<file path="src/rtl/multicycle_control.sv">
// lx32 multicycle controller: FETCH/DECODE/EXEC/MEM/WB sequencing.
// Optional bus timeout fault guarded by LX32_CTRL_TIMEOUT_EN.
package lx32_pkg;
  typedef enum logic [3:0] {
    ALU_ADD  = 4'd0,
    ALU_SUB  = 4'd1,
    ALU_SLL  = 4'd2,
    ALU_SLT  = 4'd3,
    ALU_SLTU = 4'd4,
    ALU_XOR  = 4'd5,
    ALU_SRL  = 4'd6,
    ALU_SRA  = 4'd7,
    ALU_OR   = 4'd8,
    ALU_AND  = 4'd9
  } alu_op_e;

  typedef enum logic [1:0] {
    K_ALU,
    K_LOAD,
    K_STORE,
    K_BRANCH
  } kind_e;

  localparam logic [6:0] OP_R_TYPE = 7'b0110011;
  localparam logic [6:0] OP_IMM    = 7'b0010011;
  localparam logic [6:0] OP_LOAD   = 7'b0000011;
  localparam logic [6:0] OP_STORE  = 7'b0100011;
  localparam logic [6:0] OP_BRANCH = 7'b1100011;
endpackage

module multicycle_control
  import lx32_pkg::*;
#(
  parameter int unsigned RETIRE_W       = 32,
  parameter int unsigned TIMEOUT_CYCLES = 255
) (
  input  logic                clk,
  input  logic                rst,
  multicycle_control_if.master bus,
  output logic                ir_write,
  output logic                pc_write,
  output logic                reg_write,
  output logic                alu_src,
  output logic [1:0]          result_src,
  output logic                branch,
  output alu_op_e             alu_control,
  output logic                illegal_instr,
  output logic                bus_fault,
  output logic [RETIRE_W-1:0] retired
);

  if (TIMEOUT_CYCLES < 1 || TIMEOUT_CYCLES > 65535) begin : g_bad_timeout
    $error("TIMEOUT_CYCLES must be 1..65535");
  end

  typedef enum logic [2:0] {
    S_FETCH,
    S_DECODE,
    S_EXEC,
    S_MEM,
    S_WB,
    S_FAULT
  } state_e;

  state_e  r_state;
  state_e  w_next;

  logic [31:0]         r_ir;
  alu_op_e             r_alu;
  logic                r_alu_src;
  kind_e               r_kind;
  logic [RETIRE_W-1:0] r_retired;

  logic [6:0] w_op;
  logic [2:0] w_f3;
  logic       w_f75;
  logic       w_unused_ir;

  alu_op_e w_alu;
  logic    w_alu_src;
  kind_e   w_kind;
  logic    w_illegal;

  logic w_fetch_req;
  logic w_mem_req;
  logic w_pc;
  logic w_retire;
  logic w_wait_hit;

  assign w_op        = r_ir[6:0];
  assign w_f3        = r_ir[14:12];
  assign w_f75       = r_ir[30];
  assign w_unused_ir = ^{r_ir[31], r_ir[29:15], r_ir[11:7]};

  function automatic alu_op_e alu_of(
    input logic [2:0] f3,
    input logic       alt
  );
    alu_op_e op;
    unique case (f3)
      3'b000:  op = alt ? ALU_SUB : ALU_ADD;
      3'b001:  op = ALU_SLL;
      3'b010:  op = ALU_SLT;
      3'b011:  op = ALU_SLTU;
      3'b100:  op = ALU_XOR;
      3'b101:  op = alt ? ALU_SRA : ALU_SRL;
      3'b110:  op = ALU_OR;
      default: op = ALU_AND;
    endcase
    return op;
  endfunction

  always_comb begin
    w_alu     = ALU_ADD;
    w_alu_src = 1'b0;
    w_kind    = K_ALU;
    w_illegal = 1'b0;
    unique case (1'b1)
      (w_op == OP_R_TYPE): begin
        w_alu = alu_of(w_f3, w_f75);
      end
      (w_op == OP_IMM): begin
        w_alu_src = 1'b1;
        w_alu     = alu_of(w_f3, w_f75 && (w_f3 == 3'b101));
      end
      (w_op == OP_LOAD): begin
        w_alu_src = 1'b1;
        w_kind    = K_LOAD;
      end
      (w_op == OP_STORE): begin
        w_alu_src = 1'b1;
        w_kind    = K_STORE;
      end
      (w_op == OP_BRANCH): begin
        w_alu  = ALU_SUB;
        w_kind = K_BRANCH;
      end
      default: w_illegal = 1'b1;
    endcase
  end

`ifdef LX32_CTRL_TIMEOUT_EN
  localparam int unsigned WAIT_W = $clog2(TIMEOUT_CYCLES + 1);

  logic [WAIT_W-1:0] r_wait;

  assign w_wait_hit = (r_wait == WAIT_W'(TIMEOUT_CYCLES - 1));

  // Counts consecutive unacknowledged request cycles within one state.
  always_ff @(posedge clk) begin
    if (rst || (w_next != r_state)) begin
      r_wait <= '0;
    end else if ((w_fetch_req && !bus.fetch_ack) ||
                 (w_mem_req && !bus.mem_ack)) begin
      r_wait <= r_wait + WAIT_W'(1);
    end
  end
`else
  assign w_wait_hit = 1'b0;
`endif

  always_comb begin
    w_next      = r_state;
    w_fetch_req = 1'b0;
    w_mem_req   = 1'b0;
    w_pc        = 1'b0;
    w_retire    = 1'b0;
    unique case (r_state)
      S_FETCH: begin
        w_fetch_req = 1'b1;
        if (bus.fetch_ack) w_next = S_DECODE;
        else if (w_wait_hit) w_next = S_FAULT;
      end
      S_DECODE: begin
        if (w_illegal) begin
          w_pc   = 1'b1;
          w_next = S_FETCH;
        end else begin
          w_next = S_EXEC;
        end
      end
      S_EXEC: begin
        unique case (r_kind)
          K_BRANCH: begin
            w_pc     = 1'b1;
            w_retire = 1'b1;
            w_next   = S_FETCH;
          end
          K_LOAD,
          K_STORE: w_next = S_MEM;
          default: w_next = S_WB;
        endcase
      end
      S_MEM: begin
        w_mem_req = 1'b1;
        if (bus.mem_ack) begin
          if (r_kind == K_STORE) begin
            w_pc     = 1'b1;
            w_retire = 1'b1;
            w_next   = S_FETCH;
          end else begin
            w_next = S_WB;
          end
        end else if (w_wait_hit) begin
          w_next = S_FAULT;
        end
      end
      S_WB: begin
        w_pc     = 1'b1;
        w_retire = 1'b1;
        w_next   = S_FETCH;
      end
      S_FAULT: w_next = S_FAULT;
      default: w_next = S_FETCH;
    endcase
  end

  always_ff @(posedge clk) begin
    if (rst) begin
      r_state   <= S_FETCH;
      r_ir      <= '0;
      r_alu     <= ALU_ADD;
      r_alu_src <= 1'b0;
      r_kind    <= K_ALU;
      r_retired <= '0;
    end else begin
      r_state <= w_next;
      if (r_state == S_FETCH && bus.fetch_ack) begin
        r_ir <= bus.instr;
      end
      if (r_state == S_DECODE && !w_illegal) begin
        r_alu     <= w_alu;
        r_alu_src <= w_alu_src;
        r_kind    <= w_kind;
      end
      if (w_retire) begin
        r_retired <= r_retired + RETIRE_W'(1);
      end
    end
  end

  // Reset forces every output low combinationally, not one edge later.
  assign bus.fetch_req = !rst && w_fetch_req;
  assign bus.mem_req   = !rst && w_mem_req;
  assign bus.mem_write = !rst && w_mem_req && (r_kind == K_STORE);

  assign ir_write  = !rst && (r_state == S_FETCH) && bus.fetch_ack;
  assign pc_write  = !rst && w_pc;
  assign reg_write = !rst && (r_state == S_WB);
  assign alu_src   = !rst && r_alu_src &&
                     ((r_state == S_EXEC) ||
                      (r_state == S_MEM) ||
                      (r_state == S_WB));
  assign result_src = (!rst && (r_state == S_WB) && (r_kind == K_LOAD))
                      ? 2'b01 : 2'b00;
  assign branch = !rst && (r_state == S_EXEC) && (r_kind == K_BRANCH);
  assign alu_control   = rst ? ALU_ADD : r_alu;
  assign illegal_instr = !rst && (r_state == S_DECODE) && w_illegal;
  assign retired       = rst ? '0 : r_retired;

`ifdef LX32_CTRL_TIMEOUT_EN
  assign bus_fault = !rst && (r_state == S_FAULT);
`else
  assign bus_fault = 1'b0;
`endif

endmodule

</file>
<file path="src/rtl/multicycle_control_if.sv">
// Instruction/data bus handshake between the multicycle controller
// and the memory side: requests out, acknowledges and fetched word in.
interface multicycle_control_if;
  logic [31:0] instr;
  logic        fetch_req;
  logic        fetch_ack;
  logic        mem_req;
  logic        mem_ack;
  logic        mem_write;

  modport master (
    output fetch_req,
    output mem_req,
    output mem_write,
    input  instr,
    input  fetch_ack,
    input  mem_ack
  );

  modport slave (
    input  fetch_req,
    input  mem_req,
    input  mem_write,
    output instr,
    output fetch_ack,
    output mem_ack
  );
endinterface

</file>
<file path="src/flat_wrapper.sv">
// flat-port wrapper written by rule: the top's interface ports become plain ports
module multicycle_control_flat import lx32_pkg::*;
#(
  parameter int unsigned RETIRE_W       = 32,
  parameter int unsigned TIMEOUT_CYCLES = 255
)
  (clk, rst, ir_write, pc_write, reg_write, alu_src, result_src, branch, alu_control, illegal_instr, bus_fault, retired, bus_fetch_req, bus_mem_req, bus_mem_write, bus_instr, bus_fetch_ack, bus_mem_ack);
  multicycle_control_if bus_i ();
  input  logic clk;
  input  logic rst;
  output logic ir_write;
  output logic pc_write;
  output logic reg_write;
  output logic alu_src;
  output logic [1:0] result_src;
  output logic branch;
  output alu_op_e alu_control;
  output logic illegal_instr;
  output logic bus_fault;
  output logic [RETIRE_W-1:0] retired;
  output wire logic [$bits(bus_i.fetch_req)-1:0] bus_fetch_req;
  output wire logic [$bits(bus_i.mem_req)-1:0] bus_mem_req;
  output wire logic [$bits(bus_i.mem_write)-1:0] bus_mem_write;
  input wire logic [$bits(bus_i.instr)-1:0] bus_instr;
  input wire logic [$bits(bus_i.fetch_ack)-1:0] bus_fetch_ack;
  input wire logic [$bits(bus_i.mem_ack)-1:0] bus_mem_ack;
  assign bus_fetch_req = bus_i.fetch_req;
  assign bus_mem_req = bus_i.mem_req;
  assign bus_mem_write = bus_i.mem_write;
  assign bus_i.instr = bus_instr;
  assign bus_i.fetch_ack = bus_fetch_ack;
  assign bus_i.mem_ack = bus_mem_ack;
  multicycle_control #(.RETIRE_W(RETIRE_W), .TIMEOUT_CYCLES(TIMEOUT_CYCLES)) u_core (.clk(clk), .rst(rst), .bus(bus_i), .ir_write(ir_write), .pc_write(pc_write), .reg_write(reg_write), .alu_src(alu_src), .result_src(result_src), .branch(branch), .alu_control(alu_control), .illegal_instr(illegal_instr), .bus_fault(bus_fault), .retired(retired));
endmodule
</file>
<file path="config.mk">
export PLATFORM = sky130hd
export DESIGN_NAME = multicycle_control_flat
export DESIGN_NICKNAME = d
export VERILOG_FILES = /design/src/rtl/multicycle_control.sv /design/src/rtl/multicycle_control_if.sv /design/src/flat_wrapper.sv
export SDC_FILE = /design/constraint.sdc
export NUM_CORES = 1
export LEC_CHECK = 0
export ABC_CLOCK_PERIOD_IN_PS = 3300
export BUFFER_PORTS_ARGS = -buffer_cell sky130_fd_sc_hd__buf_2
export CAP_MARGIN = 10
export CORE_MARGIN = 2
export CORE_UTILIZATION = 40
export CTS_BUF_LIST = sky130_fd_sc_hd__clkbuf_2 sky130_fd_sc_hd__clkbuf_4 sky130_fd_sc_hd__clkbuf_8
export CTS_CLUSTER_DIAMETER = 150
export DETAILED_ROUTE_END_ITERATION = 10
export PLACE_DENSITY = 0.62
export RECOVER_POWER = 50
export SETUP_SLACK_MARGIN = 0.05
export SYNTH_ARGS = -nofsm -noshare
export SYNTH_HDL_FRONTEND = slang
export SYNTH_SLANG_ARGS = --single-unit
</file>
<file path="constraint.sdc">
create_clock -name clk -period 3.3 [get_ports clk]
set_input_delay 0.66 -clock clk [delete_from_list [all_inputs] [get_ports clk]]
set_output_delay 0.66 -clock clk [all_outputs]
set_load 0.01 [all_outputs]
</file>
# Word level (Yosys, flattened, before mapping)
# Index checks and enable logic that the tools add are counted.
# Widths: inputs -> output; s select.
classes:
  n_bitwise: 0
  order_cmp: 0
  reduce_logical: 26
  n_addsub: 1
  div: 0
  shifts: 0
  n_mux: 26
  n_eq_ne: 21
  mul: 0
ops:
  columns: ["cell", "count"]
  rows:
  - ["$pmux 4 s7", 2]
  - ["$add 32x1->32 const B", 1]
  - ["$mux 32", 1]
  - ["$logic_and 1x1->1", 17]
  - ["$eq 3x3->1 const B", 5]
  - ["$pmux 3 s5", 1]
  - ["$eq 7x6->1 const B", 2]
  - ["$eq 3x2->1 const B", 4]
  - ["$mux 1", 12]
  - ["$pmux 4 s3", 1]
  - ["$mux 3", 3]
  - ["$eq 7x2->1 const B", 1]
  - ["$eq 7x5->1 const B", 1]
  - ["$eq 7x7->1 const B", 1]
  - ["$eq 3x1->1 const B", 2]
  - ["$logic_not 3->1", 2]
  - ["$pmux 2 s3", 1]
  - ["$pmux 3 s2", 1]
  - ["$reduce_or 5->1", 1]
  - ["$eq 2x2->1 const B", 2]
  - ["$mux 4", 1]
  - ["$ne 2x2->1 const B", 2]
  - ["$pmux 1 s4", 1]
  - ["$pmux 1 s3", 1]
  - ["other kinds (7)", 8]
word_totals:
  mem_count: 0
  reg_bits: 73
  inputBits: 36
  wordCells: 80
  latchBits: 0
  mem_bits_ro: 0
  ram_bits: 0
  out_inout_bits: 48

# Depth between registers and ports, before layout
# Gate-level depths: netlist of run 1.
logic_depth:
  ltp_word: 5
  ltp_mapped: 8
  depth_no_buf: 7

# Worst setup path after synthesis of run 1
# Ideal clock, no wire load.
synth_path:
  path_type: "register to output"
  from: "register u_core.r_state[1]"
  to: "output result_src[0]"
  arrival_ns: 1.673
  path_buffers: 3
  stages_incl_launch_ff: 8
  t_required_ns: 2.640
  slack_ns: 0.967
  path_cell_list: "dfxtp_1 -> buf_2 -> nor2b_1 -> and2b_1 -> buf_2 -> clkbuf_1 -> nor2b_1 -> and2_1"
synth_between:
  elab_chain_cells: 4
synth_lines:
  columns: ["element", "line", "text"]
  rows:
  - ["start, declared", "multicycle_control.sv:65", "state_e r_state;"]
  - ["start signal, assigned", "multicycle_control.sv:227", "r_state <= w_next;"]
  - ["$eq 3x3->1", null, null]
  - ["$logic_and 1x1->1", null, null]
  - ["via reg_write", "flat_wrapper.sv:13", "output logic reg_write;"]
  - ["$logic_and 1x1->1", "multicycle_control.sv:254", "assign result_src = (!rst && (r_state == S_WB) && (r_kind == K_LOAD))"]
  - ["$mux 1", "multicycle_control.sv:255", "? 2'b01 : 2'b00;"]
  - ["end, declared", "flat_wrapper.sv:15", "output logic [1:0] result_src;"]
# The timed path passes the listed nets, and every way through them passes these cells.

# Worst setup path after layout of run 1
layout_path:
  from: "input rst"
  to: "output alu_control[3]"
layout_between:
  elab_chain_cells: 1
layout_lines:
  columns: ["element", "line", "text"]
  rows:
  - ["start, declared", "flat_wrapper.sv:10", "input logic rst;"]
  - ["$mux 4", "multicycle_control.sv:257", "assign alu_control = rst ? ALU_ADD : r_alu;"]
  - ["end, declared", "flat_wrapper.sv:17", "output alu_op_e alu_control;"]
# No other way between the ends.

==> reports/results.txt, run 1 <==
CTS H-tree depth: 2. Dominant register cell in the synthesized netlist: sky130_fd_sc_hd__dfxtp_1. The min-delay analysis places its worst path in the category reg2reg. The final clock skew is 0.01347 ns. Summing all placed instances gives a cell area of 3286 sq um.

The detail route stage leaves a number of antenna-violating nets equal to 0. Setup violations remaining at the end of the flow were counted as 0. The library cells used most frequently in the layout, excluding fill and tap cells, are sky130_fd_sc_hd__dfxtp_1, sky130_fd_sc_hd__buf_2, sky130_fd_sc_hd__nand2_1. The number of cells on the worst reg-to-reg path is 7. The netlist uses 48 different library cells.

Setup repair after global routing left no endpoint under its margin. Setup total negative slack on the finished layout was measured at 0 ns. For this design the top-level I/O count stands at 84. Static timing analysis puts the maximum clock frequency at 348.4 MHz. The tools report the internal power as 0.8267 mW. The critical path ends at alu_control[3].

Setup slack on the worst reg-to-reg path comes out at 0.60 ns. The total global routing overflow is 0, and the port buffer count is 60. Buffers added to address setup during post-CTS repair amount to 0. After clock tree synthesis, the clock-pin slew on the worst setup and hold paths is 0.09 ns. The finished cells cover 3338 sq um.

During synthesis, Yosys emitted a total of 0 warnings. The global placement routability congestion is 0.8457, and the switching share of power is 0.2545. Prior to clock tree synthesis, the placed netlist has a worst setup slack of 0.8694 ns. The aggregate routed wire length was 6.255 mm.

The count of TritonRoute iterations in the first routing pass came out at 4. The tools report the master cell of the clock root buffer as sky130_fd_sc_hd__clkbuf_8. The sequential group share of total power was 0.594.

Row generation in the floorplan step produced 31 rows. The tools report the max-capacitance violation count as 0. The number of clock sinks seen by CTS came out at 53. Once layout is complete, the cells apart from fillers number 516.

Counting flops with a built-in enable in the synthesized netlist gives 0. In this run, CTS created clock tree buffers numbering 5. Once placement completed, the tool counted placed cells totaling 508.

For the end-of-flow core utilization, the log shows 0.4677. The actual slew at the worst max-slew pin was 1.310 ns; the post-layout net count was 457. Relative to the synthesized area, the layout overhead comes to 14.90%. The hold violation count in the final report was 0. The worst setup path is launched from an input port. The detailed router placed 2667 vias in this run. The run gives 0.345 as the fraction of power consumed by the clock network. The setup slack after layout was 0.4298 ns; the initial antenna violation count was 0.

The starting utilization of the core area came out at 0.4071. Arrival time at the worst endpoint: 2.21 ns. The critical path starts at rst. Dividing total power by cell area gives a power density of 332.2 nW/um^2. The number of max-slew violations in the final report is 0.

The sequential area share after synthesis came out at 0.3652. For this design the static power due to leakage is 1.291 nW. The run gives 2235 as the via count of the first global-routing pass.

The wire length per cell was 12.12 um; the summed instance area of the synthesized netlist was 2905 sq um. The die is 89.23 um wide. The start-to-end type of the worst setup path is in2out. The worst voltage drop across the vdd grid was 0.1778 mV; the hold buffer count at cts was 0. The tools report the later-pin clock latency in the skew report as 0.31 ns. Subtracting the final worst setup slack from the clock period gives 2.870 ns. After filler insertion, the fill cell instance count of the layout stands at 746. The share of final-layout standard cells stronger than drive strength 1 was 0.1535; the combined area of the multi-input logic cells was 1709 sq um. The tools report the worst flop-to-flop path endpoint as u_core.r_retired[23]. The ratio of final minimum period to clock period came out at 0.8698. The core outline area is 7137 sq um. Averaged over all synthesized cells, the footprint is 7.938 sq um.

The tightest hold path in the finished design has a slack of 0.4604 ns. Summed over all nets, the half-perimeter wirelength after detailed placement is 4.469 mm. The design draws 1.109 mW. The number of instances in the synthesized netlist was 366.

The logs give 143 for the number of violations reported at the end of detailed-routing iteration 0 and 0.061 for the power share of the combinational group. The wire length of the first global-routing pass came out at 10.27 mm. The library cell used most frequently in the layout, excluding fill and tap cells, is sky130_fd_sc_hd__dfxtp_1.

Share of synthesized flip-flops with an asynchronous set or reset: 0. Summed over all nets, the switching power comes to 0.2822 mW. The synthesized design contains 53 register bits.

sky130_fd_sc_hd__dfxtp_1 takes more of the synthesized area than any other cell. For the worst setup path, the data required time is 2.64 ns. The flow ran to the end, and the final reports show no timing, DRC or antenna violations. After synthesis, the cell types taking the most area are sky130_fd_sc_hd__dfxtp_1, sky130_fd_sc_hd__nor2b_1, sky130_fd_sc_hd__a21oi_1. The worst register-to-register path begins at u_core.r_kind[1]. Final antenna diode count: 0. The sequential cell area in the final layout is 1061 sq um, and the worst slew slack as a fraction of its limit is 0.1264.

The pin count of the biggest net entering global routing was 72; the area fraction of the dominant cell type after synthesis was 0.3652. The die is 89.23 um tall. After detailed routing, the number of vias per cell comes to 5.169. The global-route usage over all layers came out at 0.1617. The clock passes through at most 2 buffers. The tools report the total die area as 7961 sq um. STA classifies the critical path endpoint as an output port. TritonCTS built the clock tree. The biggest fanout along the worst timing path works out to 71. For this run, design rule violations remaining after detail routing come to 0. Once the clock tree was built, the resizer swapped 0 gates to a different size.
[synthesized netlist by cell type, drive strengths merged (2+ instances only)]
cell type / count
or3: 9
a21oi: 32
nor4: 3
o211ai: 6
nor3: 6
dfxtp: 53
nor3b: 2
and3: 5
o21ai: 16
xor2: 17
o32ai: 3
o31ai: 2
inv: 11
and2: 5
nand4: 7
nand2: 41
buf: 6
o2111ai: 11
mux2: 3
nor2: 39
nand2b: 2
and4bb: 2
nor2b: 38
ha: 5
or4: 4
nand3: 8
clkbuf: 17
[worst max-delay path, stage by stage]
cell                       delay [ns]
sky130_fd_sc_hd__buf_2           0.12
sky130_fd_sc_hd__clkbuf_2        0.96
sky130_fd_sc_hd__nand2b_1        0.26
sky130_fd_sc_hd__inv_1           0.05
sky130_fd_sc_hd__buf_2           0.13
[how the worst min path moves through the flow]
stage              startpoint             end  slack, ns  cells past startpoint
2_1_floorplan  u_core.r_ir[3]  u_core.r_ir[3]       0.43                      2
3_3_place_gp   u_core.r_ir[1]  u_core.r_ir[1]       0.44                      2
3_5_place_dp   u_core.r_ir[0]  u_core.r_ir[0]       0.45                      2
4_1_cts        u_core.r_ir[0]  u_core.r_ir[0]       0.46                      2
5_1_grt        u_core.r_ir[0]  u_core.r_ir[0]       0.49                      2
6_report       u_core.r_ir[3]  u_core.r_ir[3]       0.46                      2
[final cells by class]
cell class / count / share of cell area
tap: 99 / 0.03711
clock inverter: 3 / 0.007496
clock buffer: 5 / 0.02061
multi-input combinational: 280 / 0.5120
inverter: 11 / 0.01237
timing repair buffer: 65 / 0.09258
sequential: 53 / 0.3178
[routing by layer]
layer  up-vias  routed length [um]  track usage  share of wire
met3         5                 210      0.03139          0.034
met1      1255                2890       0.2105           0.46
met5         -                   0            0              0
met4         0                  52      0.05427         0.0083
met2        42                3102       0.2687           0.50
li1       1365                   -            -              -
[state kept, by name, indices dropped and copies added (netlist names)]
register / flops
u_core.r_alu_src: 1
u_core.r_state: 3
u_core.r_retired: 32
u_core.r_alu: 4
u_core.r_ir: 11
u_core.r_kind: 2
[cells by family (layout without fill, tap and decap cells)]
group,after synthesis,after routing,share of synthesized area
adders and majority gates,5,5,0.02153
other,1,2,0.001291
muxes,4,4,0.01507
and+or+nand+nor,176,176,0.3252
buffers and inverters,34,84,0.04780
xor gates and xnor gates,18,18,0.05426
AOI/OAI and AO/OA,75,75,0.1697
DFF,53,53,0.3652
[power groups by stage]
stage               clock [mW]  combinational (mW)  sequential [mW]
floorplan                    0              0.0515            0.669
global placement             0              0.0692            0.673
detailed placement           0              0.0701            0.673
CTS                      0.403              0.0703            0.659
global route             0.426              0.0770            0.661
finish                   0.383              0.0673            0.658
(Power assumes the default switching activity.)
==> run 2: changes to the inputs <==
Settings changed: ABC_AREA from default to 1, PLACE_DENSITY 0.62 to 0.61.
==> reports/results.txt, run 2 <==
The run finished with clean final reports. For this block, the initial DRC count from the detailed router was 81. The run gives 0 as the count of antenna-violating nets left after detailed routing. The cell sitting at the root of the clock tree is a sky130_fd_sc_hd__clkbuf_8. The mean post-synth cell area was 6.134 sq um; the count of unresolved DRC violations after routing was 0.

The proportion of synthesized area in mux cells was 0. The buffer count from post-CTS setup fixing was 0; the leakage power of the design was 1.692 nW. TritonCTS created 5 clock buffers. The share of synthesized flip-flops with an asynchronous set or reset was 0. The largest single stage delay on the critical path is 0.40 ns.

The core outline area is 7687 sq um. The port buffer count is 60. On the final layout, the worst hold slack is 0.4469 ns. The setup TNS is 0 ns. The vias per cell is 4.713, and the area fraction of the dominant cell type after synthesis is 0.3365. TritonCTS built the clock tree. The run gives 2 as the maximum root-to-sink buffer count. The dominant register cell in the synthesized netlist was sky130_fd_sc_hd__dfxtp_1. Worst slew slack as a fraction of its limit: 0.4997. On the final layout, the worst clock skew is 0.01352 ns.

Once placement finished, the instance area stood at 3527 sq um. The end-of-flow core utilization was 0.4663. The cell that appears most often on the critical path is sky130_fd_sc_hd__nand2_1.

For the max-capacitance violation count, the log shows 0. For the starting utilization of the core area, the log shows 0.4102. The area growth from synthesis to layout is 13.69%. The global-route usage over all layers came out at 0.1849.

The ratio of final minimum period to clock period works out to 0.7669. Pin placement for this block handled 84 I/O pins. In this run, post-CTS repair resized a total of 0 instances.

The initial antenna violation count came out at 0. The worst setup path is of the reg2out kind. The peak clock frequency supported by timing is 395.2 MHz. Dividing total power by cell area gives a power density of 315.1 nW/um^2.

The category of the worst setup path capture point is an output port. Summed over all nets, wire length on met3 after detailed routing comes to 271 um. The largest total area in the synthesized netlist belongs to sky130_fd_sc_hd__dfxtp_1. The hold buffer count at cts is 0, and the worst-case setup slack after placement is 1.050 ns. The setup slack after layout is 0.7694 ns, and the xor-xnor portion of the synthesized cell area is 0.005556. The count of cell types in the netlist is 32. By area the synthesized netlist is led by sky130_fd_sc_hd__dfxtp_1, sky130_fd_sc_hd__nor2_1, sky130_fd_sc_hd__nand2_1. By instance count, the leading cell after synthesis is sky130_fd_sc_hd__nor2_1.

The floorplan step set the die width to 92.79 um. The logs give 8609 sq um for the total die area and 0 for the hold violation count in the final report. The CTS H-tree depth is 2.

The run gives 0 as the number of max-slew violations in the final report. The largest registers in the layout are u_core.r_retired x32, u_core.r_ir x11, u_core.r_alu x4. The logs give 60 for the pin count of the biggest net entering global routing and 4 for the count of TritonRoute iterations in the first routing pass. Post-layout total power: 1.130 mW. Counting both buffers and inverters, the worst setup path holds a total of 3. The arrival time at the worst endpoint was 1.87 ns; the actual slew at the worst max-slew pin was 0.7504 ns. The commonest non-fill, non-tap cell in the layout was sky130_fd_sc_hd__nor2_1.

After technology mapping, the gate count stands at 514. Summed over all layers, the routed wires come to 7.528 mm. After synthesis, the largest family of logic cells by area is simple AND/OR/NAND/NOR gates. The fraction of power consumed by the clock network is 0.336, and the share of final-layout standard cells stronger than drive strength 1 is 0.1404. In the synthesized netlist, the cells that appear most often are sky130_fd_sc_hd__nor2_1, sky130_fd_sc_hd__nand2_1, sky130_fd_sc_hd__inv_1, sky130_fd_sc_hd__dfxtp_1, sky130_fd_sc_hd__a21oi_1. Clock-pin slew was measured on the worst setup and hold paths at 0.09 ns. In this run the top signal layer used is met4.

The logs give 3002 for the via count of the first global-routing pass and 0 for the final antenna diode count. The tools report the power share of the combinational group as 0.079. At the worst endpoint, the required time is 2.64 ns.

The via count of the routed design was 3167; the area fraction in compound gates after synthesis was 0.1099. Count of flip-flops with a built-in enable after synthesis: 0. The switching share of power was 0.2583; the number of failing setup endpoints in the final timing report was 0. For the detailed-route wire length on metal 1, the log shows 3.683 mm. Slowest library cell on the worst path: sky130_fd_sc_hd__dfxtp_1. The adder-cell share of the synthesized area was 0.01984.

The cell area that synthesis handed to floorplanning was 3153 sq um. The min-delay analysis places its worst path in the category reg2reg. The run gives 0.32 ns as the later-pin clock latency in the skew report. IR analysis of the VDD net gives a maximum drop of 0.1994 mV. In the final design database the tool counted 610 nets. Simple-gate portion of the synthesized area: 0.3873. Leaving out fill and tap cells, the most frequent cells in the layout are sky130_fd_sc_hd__nor2_1, sky130_fd_sc_hd__nand2_1, sky130_fd_sc_hd__inv_1. From bottom edge to top edge, the die measures 92.79 um. In this run the power spent charging and discharging nets is 0.2918 mW. The non-filler instance count after layout came out at 672. The routed design could run at a clock period as short as 2.531 ns.

Internal power: 0.8377 mW. The sequential group share of total power was 0.586; the number of flip-flops under the largest register name was 32. The number of storage elements in the synthesis netlist is 53, and the wire length of the first global-routing pass is 13.16 mm.

The biggest fanout along the worst timing path is 9. Setup repair after global routing left no endpoint under its margin. Ranked by flip-flop count, first place goes to u_core.r_retired. For the sequential area share after synthesis, the log shows 0.3365. The tools report the final cell area excluding filler cells as 3585 sq um.

The initialized floorplan defines 32 standard-cell rows. During synthesis, Yosys emitted a total of 0 warnings. The met2 wire length is 3.508 mm. The largest delay contributor family on the critical path is simple AND/OR/NAND/NOR gates. The global placement routability congestion is 0.8391.

Total global routing overflow: 0. The worst setup path is launched from a flip-flop. The signal on the critical path passes through inv_1, ha_1, nand2_1, inv_1, nand2_1, nand2_1, nor2_4, a21oi_1, buf_2. After detailed placement, the design holds a cell count of 664. The wire length per cell is 11.20 um, and the number of clock sinks seen by CTS is 53.

Once detailed placement completed, the half-perimeter wirelength came to 5.761 mm.
## run 2: changes by cell type after synthesis, sizes merged, moves of 6 or more
cell | previous run | this run
o2111ai | 11 | 1
inv | 11 | 94
clkbuf | 17 | 7
nand2 | 41 | 100
nor2b | 38 | 0
nand4 | 7 | 13
nor3 | 6 | 17
xor2 | 17 | 2
nor2 | 39 | 111
or3 | 9 | 0
o211ai | 6 | 0
nand3 | 8 | 28
o21ai | 16 | 31
## run 2: final timing paths
path,from,endpoint,slack [ns],cells after the start
setup / recovery,u_core.r_kind[0],pc_write,0.77,9
hold reg to reg,u_core.r_ir[1],u_core.r_ir[1],0.45,2
hold / removal,u_core.r_ir[1],u_core.r_ir[1],0.45,2
setup reg to reg,u_core.r_kind[0],u_core.r_retired[24],1.44,10
## run 2: routing by layer
layer,GRT usage,vias up
met5,0,-
met1,0.2336,1398
li1,-,1710
met3,0.02929,7
met2,0.3303,52
met4,0.04044,0
## run 2: kinds of logic (layout without fill, tap and decap cells)
kind of cell | Yosys count | in the layout
buffers and inverters | 111 | 166
other | 1 | 2
AO/OA/AOI/OAI | 66 | 66
XOR/XNOR | 2 | 2
flip-flops | 53 | 53
adder cells (fa/ha/maj) | 5 | 5
AND/OR/NAND/NOR | 276 | 276
## run 2: layout make-up
cell class / instances / area, sq um
clock buffers: 6 / 76.32
clock inverters: 2 / 10.01
fillers: 863 / 4103
inverters: 94 / 352.8
multi-input cells: 351 / 1630
flip-flops and latches: 53 / 1061
well taps: 102 / 127.6
repair buffers: 64 / 326.6
## run 2: worst min-delay path: stages, from the launching register on
cell	delay, ns
sky130_fd_sc_hd__dfxtp_1	0.32
sky130_fd_sc_hd__inv_1	0.05
sky130_fd_sc_hd__a21oi_1	0.05
## run 2: power by group through the flow
stage | Sequential [mW] | Combinational (mW) | Clock (mW)
final | 0.661 | 0.0890 | 0.379
after global routing | 0.663 | 0.104 | 0.416
after CTS | 0.661 | 0.0914 | 0.388
after detailed placement | 0.676 | 0.0913 | 0
after global placement | 0.676 | 0.0897 | 0
after floorplan | 0.674 | 0.0666 | 0
==> run 3: changes to the inputs <==
Settings changed: ABC_CLOCK_PERIOD_IN_PS 3300 to 2100, PLACE_DENSITY 0.61 to 0.64.
Clock period 3.3 ns to 2.1 ns, I/O delays scaled along.
==> reports/results.txt, run 3 (synthesis gave the netlist of run 2 again) <==
The run finished with clean final reports. Max-capacitance violation count: 0. Start-to-end type of the worst setup path: reg2out. Vias per cell: 4.795.

In this run the remaining antenna-violating nets after routing total 0. The number of flip-flops under the largest register name is 32. After floorplanning, the core was divided into 32 placement rows.

The switching share of power is 0.2393, and the shortest clock period the worst path allows after layout is 1.961 ns. The internal portion of the total power is 1.463 mW. For the pin with the worst max-slew slack, the measured transition is 0.7091 ns.

TritonCTS created 5 clock buffers. Routability-driven placement finished with a final weighted congestion of 0.8693. The largest delay contributor family on the critical path is flip-flops. The worst slew slack as a fraction of its limit is 0.5272.

The total buffers and inverters traversed by the critical path was 3. Detailed routing inserted a total of 3232 vias. In the layout the commonest cells are sky130_fd_sc_hd__nor2_1, sky130_fd_sc_hd__nand2_1, sky130_fd_sc_hd__inv_1. Wire length per cell: 11.16 um. STA classifies the critical path endpoint as an output port. Fraction of power consumed by the clock network: 0.383. Setup repair after global routing left no endpoint under its margin. In this run the number of H-tree levels came out at 2. The run gives 0 ns as the setup TNS.

The launch point of the worst path was u_core.r_kind[0]. The floorplan step set the die height to 92.79 um. For the number of max-slew violations in the final report, the log shows 0. STA classifies the critical path startpoint as a flip-flop. The share of final-layout standard cells stronger than drive strength 1 is 0.1294. Commonest non-fill, non-tap cell in the layout: sky130_fd_sc_hd__nor2_1. The tools report the pin count of the biggest net entering global routing as 51. The critical path goes through inv_1, ha_2, nand2_1, inv_1, nand2_2, nand2_2, nor2_4, a21oi_2, buf_2. The clock passes through at most 2 buffers.

The tools report the worst voltage drop across the vdd grid as 0.3854 mV. The largest individual stage delay along the critical path comes from the cell sky130_fd_sc_hd__dfxtp_1. Summed over all nets, the switching power comes to 0.4602 mW. The tools report the master cell of the clock root buffer as sky130_fd_sc_hd__clkbuf_8. The instance count on the critical path came out at 9. For the count of unresolved DRC violations after routing, the log shows 0. The logs give 7687 sq um for the core outline area and 509.8 MHz for the peak clock frequency supported by timing.

Clock latency on the worst-skew pair, taken at its later pin, is 0.31 ns. The first global-routing pass estimated 12.74 mm of wire. The worst hold path belongs to the class in2reg.

Across the routed clock network, the largest skew measured is 0.008778 ns. The setup check on the worst reg-to-reg path leaves a slack of 0.36 ns. Global-route usage over all layers: 0.1782. The register name with the most flops is u_core.r_retired.

For the leakage power of the design, the log shows 1.637 nW. The tools report the estimated wirelength of the detail-placed design as 5.683 mm. The initial antenna violation count is 0.

Along the worst path, the maximum fanout reaches 4. Counting every sink on the clock net gives 53. The detailed router finished its first iteration with 118 violations.

In this run the power density over the cells is 525.1 nW/um^2. The tools report the starting utilization of the core area as 0.4102. For the hold violation count in the final report, the log shows 0. The first detailed-routing pass ran for 5 iterations.

Endpoint of the worst setup timing path: pc_write. The number of antenna diodes in the final layout is 0. The area growth from synthesis to layout is 16.15%. The startpoint identified for the worst register-to-register timing path is u_core.r_kind[0]. Overall power consumption after layout is estimated at 1.923 mW. The worst hold margin was 0.3880 ns. TritonCTS built the clock tree. The ratio of final minimum period to clock period works out to 0.9340. The worst register-to-register path ends at u_core.r_retired[19]. The floorplan step set the die width to 92.79 um.

The power share of the combinational group was 0.077. The largest registers in the layout are u_core.r_retired x32, u_core.r_ir x11, u_core.r_alu x4. The number of cells on the worst reg-to-reg path is 12. The run gives 7.520 mm as the aggregate routed wire length. The largest stage delay on the critical path was 0.39 ns; the port buffer count was 60. For this run, the post-layout net count is 612.

During I/O placement, the number of pins put on the boundary was 84. The sequential group share of total power is 0.540, and the total global routing overflow is 0. Setup violations remaining at the end of the flow were counted as 0.

The run gives 1.68 ns as the worst endpoint required time. The floorplan step defined a die boundary enclosing 8609 sq um. Via count of the first global-routing pass: 2956. The clock transition time at the flip-flop clock pins of the worst setup and hold paths came out at 0.09 ns.

At the worst endpoint, the arrival time is 1.54 ns.
==> run 3: cell count changes in the layout (fill, tap and decap cells not counted), sizes merged <==
cell and delta:
clkinvlp +1, clkbuf +19, clkinv -2, buf -17, bufinv +1
==> run 3: power by group through the flow <==
stage | Combinational [mW] | Clock [mW] | Sequential (mW)
detailed placement | 0.148 | 0 | 1.06
floorplan | 0.105 | 0 | 1.06
finish | 0.147 | 0.737 | 1.04
CTS | 0.148 | 0.754 | 1.04
global route | 0.171 | 0.792 | 1.04
global placement | 0.145 | 0 | 1.06
==> run 3: area by class of cell <==
| cell class | count | area [sq um] |
|---|---|---|
| clock buffer | 6 | 82.58 |
| clock inverter | 2 | 37.54 |
| fill | 847 | 4025 |
| inverter | 94 | 352.8 |
| multi-input combinational | 351 | 1672 |
| sequential | 53 | 1062 |
| tap | 102 | 127.6 |
| timing repair buffer | 66 | 327.8 |
==> run 3: what timing repair did <==
item | CTS | global route
setup buffers | 0 | 0
hold buffers | 0 | 0
endpoints found under the hold margin | 0 | 0
setup endpoints to repair | 0 | 2
resized for setup | 0 | 7
==> run 3: stage by stage <==
stage          instances  setup WS, ns    util  instance area [sq um]
2_1_floorplan        515        0.4953       -                   3157
3_3_place_gp         666        0.3611  0.4624                   3555
3_5_place_dp         666        0.3681  0.4624                   3555
4_1_cts              674       0.07576  0.4780                   3675
5_1_grt              674       0.03770  0.4764                   3662
6_report             674        0.1386  0.4764                   3662
==> run 3: per-layer routing <==
layer  global-route usage  wire (um)  vias to the layer above
met3              0.03255        383                        7
met4              0.03431         58                        0
li1                     -          -                     1710
met1               0.2233       3463                     1441
met2               0.3194       3615                       74
met5                    0          0                        -
==> run 3: worst register-to-register path: stages, from the launching register on <==
cell and delay [ns]:
sky130_fd_sc_hd__dfxtp_1 0.39, sky130_fd_sc_hd__inv_1 0.08, sky130_fd_sc_hd__ha_2 0.19, sky130_fd_sc_hd__nand2_1 0.06, sky130_fd_sc_hd__inv_1 0.04, sky130_fd_sc_hd__nand2_2 0.09, sky130_fd_sc_hd__nand2_2 0.08, sky130_fd_sc_hd__nor2_4 0.10
sky130_fd_sc_hd__clkbuf_1 0.35, sky130_fd_sc_hd__nor3_1 0.12, sky130_fd_sc_hd__nand2_1 0.08, sky130_fd_sc_hd__nand2_1 0.04, sky130_fd_sc_hd__nor2_1 0.07
==> run 3: how the worst min path moves through the flow <==
stage	start	depth (start not counted)	slack (ns)	to
6_report	bus_instr[1]	3	0.39	u_core.r_ir[1]
5_1_grt	bus_instr[0]	3	0.40	u_core.r_ir[0]
2_1_floorplan	u_core.r_ir[1]	2	0.42	u_core.r_ir[1]
4_1_cts	bus_instr[4]	3	0.39	u_core.r_ir[4]
3_5_place_dp	u_core.r_ir[1]	2	0.44	u_core.r_ir[1]
3_3_place_gp	u_core.r_ir[1]	2	0.43	u_core.r_ir[1]
